`config.mk`:
```
export PLATFORM = sky130hd
export DESIGN_NAME = control_unit
export DESIGN_NICKNAME = d
export VERILOG_FILES = /design/src/rtl/control_pkg.sv /design/src/rtl/op_class_decode.sv /design/src/rtl/control_unit.sv
export SDC_FILE = /design/constraint.sdc
export NUM_CORES = 1
export LEC_CHECK = 0
export ABC_CLOCK_PERIOD_IN_PS = 2200
export BUFFER_PORTS_ARGS = -buffer_cell sky130_fd_sc_hd__buf_4
export CORE_ASPECT_RATIO = 0.5
export CORE_MARGIN = 10
export CORE_UTILIZATION = 39
export DETAILED_ROUTE_END_ITERATION = 10
export GPL_TIMING_DRIVEN = 1
export PLACE_DENSITY = 0.78
export SYNTH_ARGS = -nofsm -noshare
export SYNTH_HDL_FRONTEND = slang
export SYNTH_SLANG_ARGS = --single-unit
```
`constraint.sdc`:
```
create_clock -name Clock -period 2.2 [get_ports Clock]
set_input_delay 0.55 -clock Clock [delete_from_list [all_inputs] [get_ports Clock]]
set_output_delay 0.55 -clock Clock [all_outputs]
set_load 0.005 [all_outputs]
```
`src/rtl/control_pkg.sv`:
```
// Shared types for the Mini SRC control sequencer: sequencer states, opcodes,
// instruction classes and the control-strobe bundle.
package control_pkg;

  typedef enum logic [3:0] {
    StReset,
    StFetch0,
    StFetch1,
    StFetch2,
    StT3,
    StT4,
    StT5,
    StT6,
    StT7,
    StHalt
  } state_e;

  localparam logic [4:0] OpLd   = 5'b00000;
  localparam logic [4:0] OpLdi  = 5'b00001;
  localparam logic [4:0] OpSt   = 5'b00010;
  localparam logic [4:0] OpAdd  = 5'b00011;
  localparam logic [4:0] OpSub  = 5'b00100;
  localparam logic [4:0] OpAnd  = 5'b00101;
  localparam logic [4:0] OpOr   = 5'b00110;
  localparam logic [4:0] OpRor  = 5'b00111;
  localparam logic [4:0] OpRol  = 5'b01000;
  localparam logic [4:0] OpShr  = 5'b01001;
  localparam logic [4:0] OpShra = 5'b01010;
  localparam logic [4:0] OpShl  = 5'b01011;
  localparam logic [4:0] OpAddi = 5'b01100;
  localparam logic [4:0] OpAndi = 5'b01101;
  localparam logic [4:0] OpOri  = 5'b01110;
  localparam logic [4:0] OpDiv  = 5'b01111;
  localparam logic [4:0] OpMul  = 5'b10000;
  localparam logic [4:0] OpNeg  = 5'b10001;
  localparam logic [4:0] OpNot  = 5'b10010;
  localparam logic [4:0] OpBr   = 5'b10011;
  localparam logic [4:0] OpJr   = 5'b10100;
  localparam logic [4:0] OpJal  = 5'b10101;
  localparam logic [4:0] OpIn   = 5'b10110;
  localparam logic [4:0] OpOut  = 5'b10111;
  localparam logic [4:0] OpMfhi = 5'b11000;
  localparam logic [4:0] OpMflo = 5'b11001;
  localparam logic [4:0] OpNop  = 5'b11010;
  localparam logic [4:0] OpHalt = 5'b11011;

  typedef enum logic [3:0] {
    ClsAlu,
    ClsImm,
    ClsMulDiv,
    ClsUnary,
    ClsLd,
    ClsLdi,
    ClsSt,
    ClsBr,
    ClsJr,
    ClsJal,
    ClsIn,
    ClsOut,
    ClsMfhi,
    ClsMflo,
    ClsNop,
    ClsHalt
  } op_class_e;

  // Bit positions of the ALU-op one-hot.
  localparam int unsigned AluIncPc = 0;
  localparam int unsigned AluAdd   = 1;
  localparam int unsigned AluSub   = 2;
  localparam int unsigned AluMul   = 3;
  localparam int unsigned AluDiv   = 4;
  localparam int unsigned AluShr   = 5;
  localparam int unsigned AluShra  = 6;
  localparam int unsigned AluShl   = 7;
  localparam int unsigned AluRor   = 8;
  localparam int unsigned AluRol   = 9;
  localparam int unsigned AluAnd   = 10;
  localparam int unsigned AluOr    = 11;
  localparam int unsigned AluNeg   = 12;
  localparam int unsigned AluNot   = 13;
  localparam int unsigned AluWidth = 14;

  typedef logic [AluWidth-1:0] alu_op_t;

  typedef struct packed {
    logic    pc_out;
    logic    zlow_out;
    logic    zhigh_out;
    logic    mdr_out;
    logic    lo_out;
    logic    hi_out;
    logic    c_out;
    logic    ba_out;
    logic    r_out;
    logic    rin_out;
    logic    outport_out;
    logic    pc_in;
    logic    ir_in;
    logic    mar_in;
    logic    mdr_in;
    logic    y_in;
    logic    z_in;
    logic    lo_in;
    logic    hi_in;
    logic    r_in;
    logic    ra_in;
    logic    con_in;
    logic    outport_in;
    logic    gra;
    logic    grb;
    logic    grc;
    logic    read;
    logic    write;
    alu_op_t alu;
  } ctrl_t;

endpackage

```
`src/rtl/op_class_decode.sv`:
```
// Opcode to instruction class plus the ALU-op one-hot that class applies.
// Undefined opcodes decode as nop.
module op_class_decode
  import control_pkg::*;
(
  input  logic [4:0] opcode_i,
  output op_class_e  op_class_o,
  output alu_op_t    alu_op_o
);

  always_comb begin
    op_class_o = ClsNop;
    alu_op_o   = '0;
    case (opcode_i)
      OpLd:   begin op_class_o = ClsLd;     alu_op_o[AluAdd]  = 1'b1; end
      OpLdi:  begin op_class_o = ClsLdi;    alu_op_o[AluAdd]  = 1'b1; end
      OpSt:   begin op_class_o = ClsSt;     alu_op_o[AluAdd]  = 1'b1; end
      OpAdd:  begin op_class_o = ClsAlu;    alu_op_o[AluAdd]  = 1'b1; end
      OpSub:  begin op_class_o = ClsAlu;    alu_op_o[AluSub]  = 1'b1; end
      OpAnd:  begin op_class_o = ClsAlu;    alu_op_o[AluAnd]  = 1'b1; end
      OpOr:   begin op_class_o = ClsAlu;    alu_op_o[AluOr]   = 1'b1; end
      OpRor:  begin op_class_o = ClsAlu;    alu_op_o[AluRor]  = 1'b1; end
      OpRol:  begin op_class_o = ClsAlu;    alu_op_o[AluRol]  = 1'b1; end
      OpShr:  begin op_class_o = ClsAlu;    alu_op_o[AluShr]  = 1'b1; end
      OpShra: begin op_class_o = ClsAlu;    alu_op_o[AluShra] = 1'b1; end
      OpShl:  begin op_class_o = ClsAlu;    alu_op_o[AluShl]  = 1'b1; end
      OpAddi: begin op_class_o = ClsImm;    alu_op_o[AluAdd]  = 1'b1; end
      OpAndi: begin op_class_o = ClsImm;    alu_op_o[AluAnd]  = 1'b1; end
      OpOri:  begin op_class_o = ClsImm;    alu_op_o[AluOr]   = 1'b1; end
      OpDiv:  begin op_class_o = ClsMulDiv; alu_op_o[AluDiv]  = 1'b1; end
      OpMul:  begin op_class_o = ClsMulDiv; alu_op_o[AluMul]  = 1'b1; end
      OpNeg:  begin op_class_o = ClsUnary;  alu_op_o[AluNeg]  = 1'b1; end
      OpNot:  begin op_class_o = ClsUnary;  alu_op_o[AluNot]  = 1'b1; end
      OpBr:   begin op_class_o = ClsBr;     alu_op_o[AluAdd]  = 1'b1; end
      OpJr:   op_class_o = ClsJr;
      OpJal:  op_class_o = ClsJal;
      OpIn:   op_class_o = ClsIn;
      OpOut:  op_class_o = ClsOut;
      OpMfhi: op_class_o = ClsMfhi;
      OpMflo: op_class_o = ClsMflo;
      OpHalt: op_class_o = ClsHalt;
      default: op_class_o = ClsNop;
    endcase
  end

endmodule

```
`src/rtl/control_unit.sv`:
```
// Hardwired Mini SRC control sequencer: Moore FSM stepping fetch and per-class
// execute steps, driving each datapath strobe for exactly one cycle per step.
module control_unit
  import control_pkg::*;
(
  input  logic        Clock,
  input  logic        Clear,
  input  logic [31:0] IR,
  input  logic        BranchOut,
  input  logic        Stop,
  output logic        Run,
  output logic        PCout,
  output logic        Zlowout,
  output logic        Zhighout,
  output logic        MDRout,
  output logic        LOout,
  output logic        HIout,
  output logic        Cout,
  output logic        BAout,
  output logic        Rout,
  output logic        RINout,
  output logic        OutPortOut,
  output logic        PCin,
  output logic        IRin,
  output logic        MARin,
  output logic        MDRin,
  output logic        Yin,
  output logic        Zin,
  output logic        LOin,
  output logic        HIin,
  output logic        Rin,
  output logic        RAin,
  output logic        CONin,
  output logic        OutPortIn,
  output logic        Gra,
  output logic        Grb,
  output logic        Grc,
  output logic        Read,
  output logic        Write,
  output logic        IncPC,
  output logic        ADD,
  output logic        SUB,
  output logic        MUL,
  output logic        DIV,
  output logic        SHR,
  output logic        SHRA,
  output logic        SHL,
  output logic        ROR,
  output logic        ROL,
  output logic        AND,
  output logic        OR,
  output logic        NEG,
  output logic        NOT
);

  state_e    state_q, state_d;
  op_class_e op_class;
  alu_op_t   alu_op;
  ctrl_t     ctrl;

  // Only the opcode field matters to the sequencer.
  logic unused_ir;
  assign unused_ir = ^IR[26:0];

  op_class_decode u_decode (
    .opcode_i   (IR[31:27]),
    .op_class_o (op_class),
    .alu_op_o   (alu_op)
  );

  always_ff @(posedge Clock) begin
    if (!Clear) begin
      state_q <= StReset;
    end else begin
      state_q <= state_d;
    end
  end

  always_comb begin
    state_d = state_q;
    ctrl    = '0;
    Run     = (state_q != StReset) && (state_q != StHalt);

    unique case (state_q)
      StReset: state_d = StFetch0;
      StFetch0: begin
        ctrl.pc_out          = 1'b1;
        ctrl.mar_in          = 1'b1;
        ctrl.alu[AluIncPc]   = 1'b1;
        ctrl.z_in            = 1'b1;
        state_d = Stop ? StHalt : StFetch1;
      end
      StFetch1: begin
        ctrl.zlow_out = 1'b1;
        ctrl.pc_in    = 1'b1;
        ctrl.read     = 1'b1;
        ctrl.mdr_in   = 1'b1;
        state_d = StFetch2;
      end
      StFetch2: begin
        ctrl.mdr_out = 1'b1;
        ctrl.ir_in   = 1'b1;
        if (op_class == ClsNop) begin
          state_d = StFetch0;
        end else if (op_class == ClsHalt) begin
          state_d = StHalt;
        end else begin
          state_d = StT3;
        end
      end
      StT3: begin
        unique case (op_class)
          ClsAlu, ClsImm:      begin ctrl.grb = 1'b1; ctrl.r_out = 1'b1; ctrl.y_in = 1'b1; end
          ClsMulDiv:           begin ctrl.gra = 1'b1; ctrl.r_out = 1'b1; ctrl.y_in = 1'b1; end
          ClsUnary: begin
            ctrl.grb = 1'b1; ctrl.r_out = 1'b1; ctrl.alu = alu_op; ctrl.z_in = 1'b1;
          end
          ClsLd, ClsLdi, ClsSt: begin ctrl.grb = 1'b1; ctrl.ba_out = 1'b1; ctrl.y_in = 1'b1; end
          ClsBr:   begin ctrl.gra = 1'b1; ctrl.r_out = 1'b1; ctrl.con_in = 1'b1; end
          ClsJr:   begin ctrl.gra = 1'b1; ctrl.r_out = 1'b1; ctrl.pc_in = 1'b1; end
          ClsJal:  begin ctrl.pc_out = 1'b1; ctrl.ra_in = 1'b1; end
          ClsIn:   begin ctrl.rin_out = 1'b1; ctrl.gra = 1'b1; ctrl.r_in = 1'b1; end
          ClsOut:  begin ctrl.gra = 1'b1; ctrl.r_out = 1'b1; ctrl.outport_in = 1'b1; end
          ClsMfhi: begin ctrl.hi_out = 1'b1; ctrl.gra = 1'b1; ctrl.r_in = 1'b1; end
          ClsMflo: begin ctrl.lo_out = 1'b1; ctrl.gra = 1'b1; ctrl.r_in = 1'b1; end
          default: ;
        endcase
        state_d = (op_class inside {ClsJr, ClsIn, ClsOut, ClsMfhi, ClsMflo}) ? StFetch0 : StT4;
      end
      StT4: begin
        unique case (op_class)
          ClsAlu: begin
            ctrl.grc = 1'b1; ctrl.r_out = 1'b1; ctrl.alu = alu_op; ctrl.z_in = 1'b1;
          end
          ClsImm: begin ctrl.c_out = 1'b1; ctrl.alu = alu_op; ctrl.z_in = 1'b1; end
          ClsMulDiv: begin
            ctrl.grb = 1'b1; ctrl.r_out = 1'b1; ctrl.alu = alu_op; ctrl.z_in = 1'b1;
          end
          ClsUnary: begin ctrl.zlow_out = 1'b1; ctrl.gra = 1'b1; ctrl.r_in = 1'b1; end
          ClsLd, ClsLdi, ClsSt: begin
            ctrl.c_out = 1'b1; ctrl.alu[AluAdd] = 1'b1; ctrl.z_in = 1'b1;
          end
          ClsBr:  begin ctrl.pc_out = 1'b1; ctrl.y_in = 1'b1; end
          ClsJal: begin ctrl.gra = 1'b1; ctrl.r_out = 1'b1; ctrl.pc_in = 1'b1; end
          default: ;
        endcase
        state_d = (op_class inside {ClsUnary, ClsJal}) ? StFetch0 : StT5;
      end
      StT5: begin
        unique case (op_class)
          ClsAlu, ClsImm, ClsLdi: begin
            ctrl.zlow_out = 1'b1; ctrl.gra = 1'b1; ctrl.r_in = 1'b1;
          end
          ClsMulDiv:    begin ctrl.zlow_out = 1'b1; ctrl.lo_in = 1'b1; end
          ClsLd, ClsSt: begin ctrl.zlow_out = 1'b1; ctrl.mar_in = 1'b1; end
          ClsBr: begin ctrl.c_out = 1'b1; ctrl.alu[AluAdd] = 1'b1; ctrl.z_in = 1'b1; end
          default: ;
        endcase
        state_d = (op_class inside {ClsAlu, ClsImm, ClsLdi}) ? StFetch0 : StT6;
      end
      StT6: begin
        unique case (op_class)
          ClsMulDiv: begin ctrl.zhigh_out = 1'b1; ctrl.hi_in = 1'b1; end
          ClsLd:     begin ctrl.read = 1'b1; ctrl.mdr_in = 1'b1; end
          ClsSt:     begin ctrl.gra = 1'b1; ctrl.r_out = 1'b1; ctrl.write = 1'b1; end
          // Branch target was computed in T5; commit it only when CON FF is set.
          ClsBr: begin ctrl.zlow_out = BranchOut; ctrl.pc_in = BranchOut; end
          default: ;
        endcase
        state_d = (op_class == ClsLd) ? StT7 : StFetch0;
      end
      StT7: begin
        ctrl.mdr_out = 1'b1;
        ctrl.gra     = 1'b1;
        ctrl.r_in    = 1'b1;
        state_d = StFetch0;
      end
      StHalt:  state_d = StHalt;
      default: state_d = StReset;
    endcase
  end

  assign PCout      = ctrl.pc_out;
  assign Zlowout    = ctrl.zlow_out;
  assign Zhighout   = ctrl.zhigh_out;
  assign MDRout     = ctrl.mdr_out;
  assign LOout      = ctrl.lo_out;
  assign HIout      = ctrl.hi_out;
  assign Cout       = ctrl.c_out;
  assign BAout      = ctrl.ba_out;
  assign Rout       = ctrl.r_out;
  assign RINout     = ctrl.rin_out;
  assign OutPortOut = ctrl.outport_out;
  assign PCin       = ctrl.pc_in;
  assign IRin       = ctrl.ir_in;
  assign MARin      = ctrl.mar_in;
  assign MDRin      = ctrl.mdr_in;
  assign Yin        = ctrl.y_in;
  assign Zin        = ctrl.z_in;
  assign LOin       = ctrl.lo_in;
  assign HIin       = ctrl.hi_in;
  assign Rin        = ctrl.r_in;
  assign RAin       = ctrl.ra_in;
  assign CONin      = ctrl.con_in;
  assign OutPortIn  = ctrl.outport_in;
  assign Gra        = ctrl.gra;
  assign Grb        = ctrl.grb;
  assign Grc        = ctrl.grc;
  assign Read       = ctrl.read;
  assign Write      = ctrl.write;
  assign IncPC      = ctrl.alu[AluIncPc];
  assign ADD        = ctrl.alu[AluAdd];
  assign SUB        = ctrl.alu[AluSub];
  assign MUL        = ctrl.alu[AluMul];
  assign DIV        = ctrl.alu[AluDiv];
  assign SHR        = ctrl.alu[AluShr];
  assign SHRA       = ctrl.alu[AluShra];
  assign SHL        = ctrl.alu[AluShl];
  assign ROR        = ctrl.alu[AluRor];
  assign ROL        = ctrl.alu[AluRol];
  assign AND        = ctrl.alu[AluAnd];
  assign OR         = ctrl.alu[AluOr];
  assign NEG        = ctrl.alu[AluNeg];
  assign NOT        = ctrl.alu[AluNot];

endmodule

```
==> After elaboration in Yosys (flattened, before gate mapping) <==
Cells that the tools add are included.
{ "word_totals": {"ff_bits": 4, "inputBits": 36, "output_inout_bits": 43, "wordCells": 155} }
{ "classes": {"eq_ne": 51, "mux": 74, "n_reduce_logical": 29} }
{ "op_table": {"columns": ["op", "count"], "rows": [
  ["$pmux W4 S15", 1],
  ["$eq A5 B5 Y1 const B", 11],
  ["$mux W1", 45],
  ["$eq A4 B4 Y1 const B", 10],
  ["$eq A5 B4 Y1 const B", 8],
  ["$pmux W4 S9", 1],
  ["$eq A4 B3 Y1 const B", 8],
  ["$pmux W12 S2", 1],
  ["$eq A5 B3 Y1 const B", 4],
  ["$reduce_or A3 Y1", 6],
  ["$reduce_or A6 Y1", 3],
  ["$eq A4 B2 Y1 const B", 4],
  ["$mux W4", 4],
  ["$pmux W1 S4", 4],
  ["$reduce_or A2 Y1", 8],
  ["$mux W14", 1],
  ["$pmux W1 S2", 7],
  ["$reduce_or A7 Y1", 2],
  ["$mux W12", 1],
  ["$mux W3", 4],
  ["$eq A5 B2 Y1 const B", 2],
  ["$pmux W1 S3", 3],
  ["$reduce_or A9 Y1", 1],
  ["$eq A4 B1 Y1 const B", 2],
  ["other kinds (12)", 13]
]} }

==> Longest topological paths before layout <==
Gate-level depths: netlist of the first run.
{ "logic_depth": {"word_depth": 7, "ltp_mapped": 6, "mapped_depth_nobuf": 4} }

==> Cells and area by module <==
A second synthesis of the first run with hierarchy kept.
{ "unflattened": {"cells_unflattened": 223, "hier_area_um2": 1377.6} }
{ "modules_own_cells": {"columns": ["module", "n_inst", "cells_each", "area_each_um2"], "rows": [
  ["control_unit", 1, 180, 1138.6],
  ["op_class_decode", 1, 43, 239.0]
]} }

==> Worst setup path before layout of the first run <==
OpenSTA, ideal clock, no wires.
{ "synth_timing": {"path_type": "input to output", "startpoint": "input port IR[30]", "endpoint": "output port ADD", "t_arrival_ns": 1.769, "t_required_ns": 1.650, "setup_slack_ns": -0.119, "cell_stages": 6, "path_cell_list": "buf_6 -> or3b_1 -> buf_6 -> o32ai_2 -> a21oi_2 -> o31ai_2"} }
{ "synth_via": {"elab_chain_len": 7, "word_cells_on_any_way": 48} }
{ "synth_lines": {"columns": ["element", "line", "text"], "rows": [
  ["from (decl)", "control_unit.sv:8", "input logic [31:0] IR,"],
  ["$eq A5 B2 Y1 (tied with other cells)", "op_class_decode.sv:14", "case (opcode_i)"],
  ["$reduce_or A9 Y1 (no line) (tied with other cells)", null, null],
  ["$pmux W4 S15", "op_class_decode.sv:14", null],
  ["$eq A4 B3 Y1 (tied with other cells)", "control_unit.sv:131", "unique case (op_class)"],
  ["$reduce_or A3 Y1", null, null],
  ["$pmux W1 S2", "control_unit.sv:131", null],
  ["$pmux W1 S3 *", "control_unit.sv:84", "unique case (state_q)"],
  ["to (decl)", "control_unit.sv:41", "output logic ADD,"]
]} }
Every way passes the cells marked *; elsewhere a longest branch is shown, timed or not.

==> Worst setup path in the final report of the first run <==
{ "layout_timing": {"startpoint": "register state_q[3]", "endpoint": "output port Gra"} }
{ "layout_via": {"elab_chain_len": 2, "word_cells_on_any_way": 6} }
{ "layout_lines": {"columns": ["element", "line", "text"], "rows": [
  ["from (decl)", "control_unit.sv:56", "state_e state_q, state_d;"],
  ["from (signal assigned)", "control_unit.sv:73", "state_q <= StReset;"],
  ["from (signal assigned)", "control_unit.sv:75", "state_q <= state_d;"],
  ["$eq A4 B4 Y1 / $eq A4 B3 Y1 (equally long branches)", "control_unit.sv:84", null],
  ["$pmux W1 S5 *", "control_unit.sv:84", null],
  ["to (decl)", "control_unit.sv:35", "output logic Gra,"]
]} }
Marked as above.

==> impl_metrics.ini, run 1 <==
[logic_synthesis]
synth_edf_count = 0
synthDistinctLibCells = 50
ys_warn_count = 0
ys.flop_type = dfxtp_1
ys_top_cells_by_area = nor2_1 (8.6%), a21oi_1 (6.3%), dfxtp_1 (6.3%), nand2_1 (6.2%), nand2b_1 (5.4%)
synthesis.area_sq_mm = 0.00126
yosysTopAreaCell = nor2_1
netlist_instances = 209
synth_area_per_cell_sq_um = 6.05
async_reset_ff_frac = 0
synth.ff_latch_count = 4
yosysSeqAreaShare = 0.0633
syn-num-nets = 245
synth_top_area_share = 0.0861

[grt]
grt_use_total = 0.206
grt_pass1_wl_mm = 10.3
grt_pass1_vias = 1990
antenna_found_initial = 0
grt_max_degree = 23
grt_overflow_total = 0

[finish]
fin_cells = 347
regMostFlops = state_q
layout_commonest_cell = buf_4
area_growth_pct = 109
layout.nets = 345
antennaDiodeCount = 0
design_area_sq_mm = 0.00264
reg_top3 = state_q: 4 flops
largest_reg_flops = 4
final_core_util = 0.866
mostFrequentLayoutCells = buf_4 (92), nor2_1 (21), nand2_1 (20)
drive_gt1_frac = 0.629

[sta]
min_period_ns = 2.44
fin_worst_skew_ns = 0.00111
max_freq_ghz = 0.410
drv_slew = 0
setup_viol = 27
hold_ws_ns = 0.602
hold_viol = 0
rsz0062_at_grt = true
setup_ws_ns = -0.240
min_period_over_period = 1.11

[critical_path]
setup.worst_path.class = register to primary output
critPathArrivalTime_ns = 1.89
reg2reg_from = state_q[2]
crit_start = state_q[3]
reg2regPathDepth = 7
worstReg2RegEnd = state_q[0]
crit_end = Gra
path_max_fanout = 6
r2r_slack_ns = 0.54
start_kind = register
worstSetupEndpointType = primary output
cp.required_ns = 1.65

[route]
wl_mm = 8.15
ant_nets = 0
wire_per_inst_um = 23.5
drc = 0
vias_per_cell = 6.65
firstDrtPassIters = 6
drt-initial-drc-count = 344
routed-via-count = 2308

[clock_tree]
cts_tree = yes
clk_pin_slew_worst_paths_ns = 0.03
cts.sinks = 4
cts_buffers = 3
cts_max_path_buffers = 2
htreeDepth = 1
cts-root-buf = clkbuf_8
clkLatencyLatePin_ns = 0.21

[floorplan]
die_w_um = 101
row_count = 14
core_area_sq_mm = 0.00305
dieArea_sq_mm = 0.00606
die_h_um = 60.3
pin_count = 79
initial_core_util = 0.415

[run_status]
violations = setup timing
status = finished, violations left

[placed_design]
io_buffers = 50
gp_congestion = 0.935
dpl_cell_area_sq_mm = 0.00196
placed_cells = 325
dp_hpwl_mm = 4.54

[min_path]
min_path_cells = 2
holdCritPathClass = input port to register

[pwr]
power_density_mw_per_mm2 = 271
p_leak_nw = 1.13
peakVddDrop_mv = 0.405

[flow_run]
max-cap-violations = 0
-- synth_stat cells, types with 3 or more instances --
| cell type | n |
|---|---|
| nor2_1 | 29 |
| nand2_1 | 21 |
| a21oi_1 | 16 |
| nor3_1 | 13 |
| buf_2 | 11 |
| nand2b_1 | 11 |
| o21ai_0 | 11 |
| clkbuf_1 | 8 |
| nand3_1 | 8 |
| a31oi_1 | 6 |
| o22ai_1 | 5 |
| dfxtp_1 | 4 |
| inv_1 | 4 |
| and2_1 | 3 |
| buf_4 | 3 |
| nor2b_1 | 3 |
| o31ai_1 | 3 |
| or2_2 | 3 |
| or3_1 | 3 |
-- metrics by stage --
stage | power (mW) | setup WS, ns | TNS [ns]
finish | 0.716 | -0.240 | -2.92
floorplan | 0.260 | -0.0218 | -0.0333
global route | 0.744 | -0.342 | -4.17
detailed placement | 0.417 | -0.346 | -5.39
global placement | 0.411 | -0.369 | -4.90
CTS | 0.650 | -0.134 | -1.30
-- cells by family (layout without fill, tap and decap cells) --
kind of cell	Yosys count	in the layout	share of synthesized area
flops	4	4	0.0633
simple gates	112	112	0.477
compound gates	61	61	0.321
xor+xnor	3	3	0.0208
buf+inv	28	126	0.115
other cells	1	1	0.00296
-- critical path, cell delays in order (launching register included) --
cell      delay (ns)
dfxtp_2         0.32
or3b_4          0.48
buf_6           0.17
buf_4           0.14
o311ai_1        0.37
buf_4           0.19
-- routing by layer --
metal | track usage | routed length [um] | up-vias
met5 | 0 | 0 | -
met4 | 0.0360 | 323 | 0
met3 | 0.0483 | 1000 | 45
met2 | 0.344 | 3680 | 222
met1 | 0.267 | 3140 | 1078
li1 | - | - | 963
-- report_power, final --
group	total [mW]	switching (mW)	internal, mW
logic	0.481	0.254	0.227
registers	0.0870	0.00700	0.0800
clock network	0.149	0.0324	0.116
total	0.716	0.293	0.423
-- cell type report --
type                            count  area [sq um]
Inverter                            4          15.0
Clock buffer                        3          41.3
Sequential cell                     4          85.1
Timing Repair Buffer              119          1060
Multi-Input combinational cell    177          1390
Tap cell                           40          50.0
Fill cell                         137           409
-- repair_timing --
item	in CTS	in global routing
buffers inserted	14	6
setup endpoints to repair	38	34
resized for setup	78	35
gates cloned	1	0
hold buffers	0	0
pin swaps	23	10
-- worst min-delay path by stage --
stage	slack [ns]	start	to
2_1_floorplan	0.63	state_q[3]	state_q[1]
3_3_place_gp	0.77	state_q[3]	state_q[0]
3_5_place_dp	0.77	state_q[3]	state_q[0]
4_1_cts	0.60	Clear	state_q[2]
5_1_grt	0.61	Clear	state_q[2]
6_report	0.60	Clear	state_q[2]
(Power assumes the default switching activity.)
==> run 2: changes to the inputs <==
==> constraint.sdc (replaced) <==
create_clock -name Clock -period 2.2 [get_ports Clock]
set_input_delay 0.11 -clock Clock [delete_from_list [all_inputs] [get_ports Clock]]
set_output_delay 0.11 -clock Clock [all_outputs]
set_load 0.005 [all_outputs]
==> run 2 against run 1 <==
- the run now ends clean
- core utilization shrank 31 points
- cell count shrank 17%
- via count shrank 24%
- sequential cell count is the same
- clock skew grew 0.0036 ns
- total power shrank 28%
- non-clock buffer count shrank 58
- combinational power shrank 44%
- fmax grew 18%
- wire length shrank 40%
- critical path type unchanged
- critical endpoint is now Zlowout
- largest power group unchanged
- highest routed layer unchanged
==> impl_metrics.ini, run 2 (synthesis gave the netlist of run 1 again) <==
[finish]
drive_gt1_frac = 0.313
design_area_sq_mm = 0.00169
fillers = 319
regMostFlops = state_q
mostFrequentLayoutCells = buf_4 (61), nor2_1 (29), nand2_1 (21)
area_growth_pct = 33.5
layout_commonest_cell = buf_4
largest_reg_flops = 4
layout.nets = 287
fin_cells = 289
reg_top3 = state_q: 4 flops
antennaDiodeCount = 0

[grt]
antenna_found_initial = 0
grt_pass1_vias = 1600
grt_pass1_wl_mm = 7.77
grt_overflow_total = 0
grt_use_total = 0.151
grt_max_degree = 25

[route]
wl_mm = 4.87
wire_per_inst_um = 16.8
drc = 0
ant_nets = 0
firstDrtPassIters = 5
routed-via-count = 1754
drt-initial-drc-count = 242
vias_per_cell = 6.07

[run_status]
status = completed

[placed_design]
gp_congestion = 0.972
io_buffers = 50
placed_cells = 286
dp_hpwl_mm = 3.67
dpl_cell_area_sq_mm = 0.00164

[sta]
setup_tns_ns = 0
drv_slew = 0
max_freq_ghz = 0.484
rsz0062_at_grt = false
hold_viol = 0
setup_viol = 0
min_period_ns = 2.07
min_period_over_period = 0.940
relSlewSlack = 0.525
worst_pin_slew_ns = 0.707
fin_worst_skew_ns = 0.00475

[floorplan]
pin_count = 79
die_h_um = 60.3
die_w_um = 101
dieArea_sq_mm = 0.00606
core_area_sq_mm = 0.00305
row_count = 14
initial_core_util = 0.415

[critical_path]
critPathArrivalTime_ns = 1.96
start_kind = register
worstSetupEndpointType = primary output
reg2regPathDepth = 5
path_max_fanout = 7
cp.required_ns = 2.09
setup.worst_path.class = register to primary output

[clock_tree]
cts_tree = yes
cts_max_path_buffers = 2
cts_buffers = 3
cts.sinks = 4
htreeDepth = 1
clkLatencyLatePin_ns = 0.22
clk_pin_slew_worst_paths_ns = 0.03
hold_buffers = 0
cts-root-buf = clkbuf_8

[pwr]
power_mw = 0.516
peakVddDrop_mv = 0.191
p_leak_nw = 0.691
power_density_mw_per_mm2 = 306

[min_path]
holdCritPathClass = input port to register
min_path_cells = 2

[flow_run]
max-cap-violations = 0
## run 2: worst paths after layout
check / to / slack, ns / from
setup / recovery: Zlowout / 0.13 / state_q[2]
hold reg to reg: state_q[1] / 0.72 / state_q[2]
setup reg to reg: state_q[2] / 0.44 / state_q[0]
hold / removal: state_q[2] / 0.14 / Clear
## run 2: stage by stage
| step | setup slack, ns | hold slack, ns | utilization |
|---|---|---|---|
| CTS | 0.0846 | 0.138 | 0.553 |
| global route | 0.0101 | 0.145 | 0.554 |
| floorplan | 0.640 | 0.255 | - |
| finish | 0.133 | 0.140 | 0.554 |
| global placement | 0.282 | 0.357 | 0.539 |
| detailed placement | 0.330 | 0.361 | 0.539 |
## run 2: final cells by class
cell class / count / area (sq um) / area share
multi-input combinational: 177 / 1040 / 0.618
timing repair buffer: 61 / 458 / 0.271
sequential: 4 / 81.3 / 0.0481
tap: 40 / 50.0 / 0.0296
clock buffer: 3 / 41.3 / 0.0244
inverter: 4 / 15.0 / 0.00889
## run 2: layer usage
metal | vias to the layer above | track usage | routed length [um]
li1 | 846 | - | -
met1 | 800 | 0.187 | 1990
met2 | 100 | 0.251 | 2340
met3 | 8 | 0.0426 | 499
met4 | 0 | 0.0440 | 38
met5 | - | 0 | 0
## run 2: power by group
| group | internal [mW] | total [mW] | switching (mW) |
|---|---|---|---|
| sequential | 0.0789 | 0.0904 | 0.0116 |
| clock | 0.117 | 0.158 | 0.0409 |
| combinational | 0.114 | 0.268 | 0.154 |
| total | 0.310 | 0.516 | 0.206 |
## run 2: critical path, stage by stage (launching register included)
cell and delay, ns:
dfxtp_2 0.35, buf_4 0.15, or4bb_4 0.56, o31ai_1 0.24, o311ai_0 0.19, o21ai_0 0.11
buf_4 0.13
## run 2: timing repair
item                       4_1_cts  5_1_grt
resized for setup                0        2
setup endpoints to repair        0        2
setup buffers                    0        0
==> run 3: changes to the inputs <==
--- a/config.mk
+++ b/config.mk
@@ -5,14 +5,15 @@
 export SDC_FILE = /design/constraint.sdc
 export NUM_CORES = 1
 export LEC_CHECK = 0
+export ABC_AREA = 1
 export ABC_CLOCK_PERIOD_IN_PS = 2200
 export BUFFER_PORTS_ARGS = -buffer_cell sky130_fd_sc_hd__buf_4
 export CORE_ASPECT_RATIO = 0.5
 export CORE_MARGIN = 10
-export CORE_UTILIZATION = 39
+export CORE_UTILIZATION = 38
 export DETAILED_ROUTE_END_ITERATION = 10
 export GPL_TIMING_DRIVEN = 1
-export PLACE_DENSITY = 0.78
+export PLACE_DENSITY = 0.79
 export SYNTH_ARGS = -nofsm -noshare
 export SYNTH_HDL_FRONTEND = slang
 export SYNTH_SLANG_ARGS = --single-unit
==> run 3 against run 2 <==
- global-route usage decreased by 2.4 points
- register-to-register slack improved by 0.18 ns
- sequential share of layout area grew 0.37 points
- synthesized area is 11% lower
- fmax is 4.3% higher
- critical path depth increased by 5
- worst hold slack lost 0.046 ns
- core utilization up 1.4 points
- total power decreased by 14%
- critical path type unchanged
- combinational power down 24%
- design area shrank 8.6%
==> impl_metrics.ini, run 3 <==
[critical_path]
critPathTopFamily = simple AND/OR/NAND/NOR gates
start_kind = register
slowest_stage = dfxtp_1
r2r_slack_ns = 0.62
cp_num_buf_inv = 4
cp_cell_sequence = inv_2 -> nor2_2 -> inv_2 -> nor2_4 -> nand2_2 -> inv_4 -> nand3_2 -> nand3_2 -> nand2_1 -> nor2_1 -> buf_4
worstSetupEndpointType = primary output
max_stage_delay_ns = 0.35
cp.required_ns = 2.09
reg2reg_from = state_q[2]
reg2regPathDepth = 10
critPathArrivalTime_ns = 1.87
crit_cells = 11
setup.worst_path.class = register to primary output
worstReg2RegEnd = state_q[2]
path_max_fanout = 9

[route]
drt-initial-drc-count = 150
wire_per_inst_um = 13.0
wl_mm = 4.06
vias_per_cell = 5.35
drc = 0
ant_nets = 0
firstDrtPassIters = 6
routed-via-count = 1674

[placed_design]
dp_hpwl_mm = 3.41
dpl_cell_area_sq_mm = 0.00150
pre_cts_ws_ns = 0.447
gp_congestion = 0.945
io_buffers = 50

[logic_synthesis]
netlist_instances = 231
synth_area_per_cell_sq_um = 4.87
syn-num-nets = 267
ys_warn_count = 0
synth_edf_count = 0
yosysTopAreaCell = nand2_1
synthDistinctLibCells = 26
synth.ff_latch_count = 4
synth_most_common_cell = nand2_1
synthesis.area_sq_mm = 0.00112
yosysSeqAreaShare = 0.0712
async_reset_ff_frac = 0
ys_top_cells_by_area = nand2_1 (18%), nand3_1 (15%), nor2_1 (14%), inv_1 (9.3%), dfxtp_1 (7.1%)
synth_top_area_share = 0.180
ys.flop_type = dfxtp_1
synth_commonest_cells = nand2_1 (54), nor2_1 (41), nand3_1 (34)

[finish]
reg_top3 = state_q: 4 flops
regMostFlops = state_q
antennaDiodeCount = 0
layout.nets = 314
area_growth_pct = 37.3
mostFrequentLayoutCells = nand2_1 (54), buf_4 (52), nor2_1 (41)
layout_commonest_cell = nand2_1
multi_input_area_sq_um = 852
regArea_sq_um = 80.1
fillers = 283
design_area_sq_mm = 0.00154
largest_reg_flops = 4
drive_gt1_frac = 0.286

[sta]
fin_worst_skew_ns = 0.00307
setup_ws_ns = 0.217
min_period_over_period = 0.901
max_freq_ghz = 0.504
min_period_ns = 1.98
drv_slew = 0
hold_viol = 0
setup_viol = 0
setup_tns_ns = 0
rsz0062_at_grt = false

[clock_tree]
htreeDepth = 1
clk_pin_slew_worst_paths_ns = 0.03
cts-root-buf = clkbuf_8
cts_max_path_buffers = 2
post-cts-setup-buffer-count = 0
cts.sinks = 4
cts_tree = yes
cts_buffers = 3
clkLatencyLatePin_ns = 0.22

[floorplan]
die_h_um = 58.5
row_count = 13
dieArea_sq_mm = 0.00567
initial_core_util = 0.414
core_area_sq_mm = 0.00272
pin_count = 79
die_w_um = 96.9

[grt]
grt_pass1_vias = 1404
grt_use_total = 0.127
grt_pass1_wl_mm = 6.44
grt_overflow_total = 0
grt_max_degree = 21
antenna_found_initial = 0

[min_path]
hold_path_end = state_q[1]
holdCritPathClass = input port to register
worstHoldStart = Clear
min_path_cells = 3

[pwr]
peakVddDrop_mv = 0.387
p_leak_nw = 0.881
power_mw = 0.444
power_density_mw_per_mm2 = 288

[run_status]
status = completed

[flow_run]
max-cap-violations = 0
==> run 3: cell types whose count changed in the layout (fill, tap and decap cells not counted), moves of 9 or more <==
cell	previous run	this run
nor2_2	0	9
nor2_1	29	41
buf_4	61	52
nand2b_1	11	0
nand3_1	8	34
nand2_1	21	54
inv_1	4	28
==> run 3: stage by stage <==
step / utilization / hold WS (ns) / std cells
floorplan: - / 0.208 / 231
global placement: 0.552 / 0.311 / 310
detailed placement: 0.552 / 0.314 / 310
CTS: 0.567 / 0.0935 / 313
global route: 0.568 / 0.117 / 313
finish: 0.568 / 0.0937 / 313
==> run 3: worst register-to-register path, stage by stage, from the launching register on <==
cell     delay (ns)
dfxtp_1        0.35
inv_2          0.05
nor2_2         0.14
inv_2          0.07
nor2_4         0.14
nand2_2        0.16
inv_4          0.15
nand3_1        0.12
o21ai_0        0.09
nor2_1         0.08
a21oi_1        0.15
==> run 3: worst max path at each step <==
stage | start | endpoint
2_1_floorplan | state_q[2] | AND
3_3_place_gp | state_q[2] | SHR
3_5_place_dp | state_q[2] | NEG
4_1_cts | state_q[2] | NEG
5_1_grt | state_q[2] | AND
6_report | state_q[2] | SHR
==> run 3: report_power, final <==
part           leakage, nW  internal (mW)  total, mW  switching, mW
sequential          0.0328         0.0790     0.0884        0.00939
combinational        0.827         0.0807      0.204          0.124
clock               0.0216          0.116      0.151         0.0351
==> run 3: per-layer routing <==
metal	vias up	GRT usage	wire, um
met4	0	0.0251	17
met2	68	0.224	1950
li1	827	-	-
met1	777	0.163	1790
met5	-	0	0
met3	2	0.0175	296
==> run 3: logic make-up (layout without fill, tap and decap cells) <==
group,Yosys count,count (layout),synth area share
AOI/OAI and AO/OA,23,23,0.111
buffers and inverters,45,90,0.171
DFF,4,4,0.0712
other,1,1,0.00333
and+or+nand+nor,158,158,0.643
==> run 3: timing repair <==
action	in CTS	in global routing
endpoints found under the setup margin	0	2
hold buffers	0	0
gates resized for setup	0	1
endpoints found under the hold margin	0	0
==> run 3: area by class of cell <==
| class | instances | share of cell area |
|---|---|---|
| clock buffers | 3 | 0.0267 |
| inverters | 35 | 0.0867 |
| multi-input cells | 182 | 0.552 |
| flip-flops and latches | 4 | 0.0519 |
| well taps | 37 | 0.0300 |
| repair buffers | 52 | 0.253 |
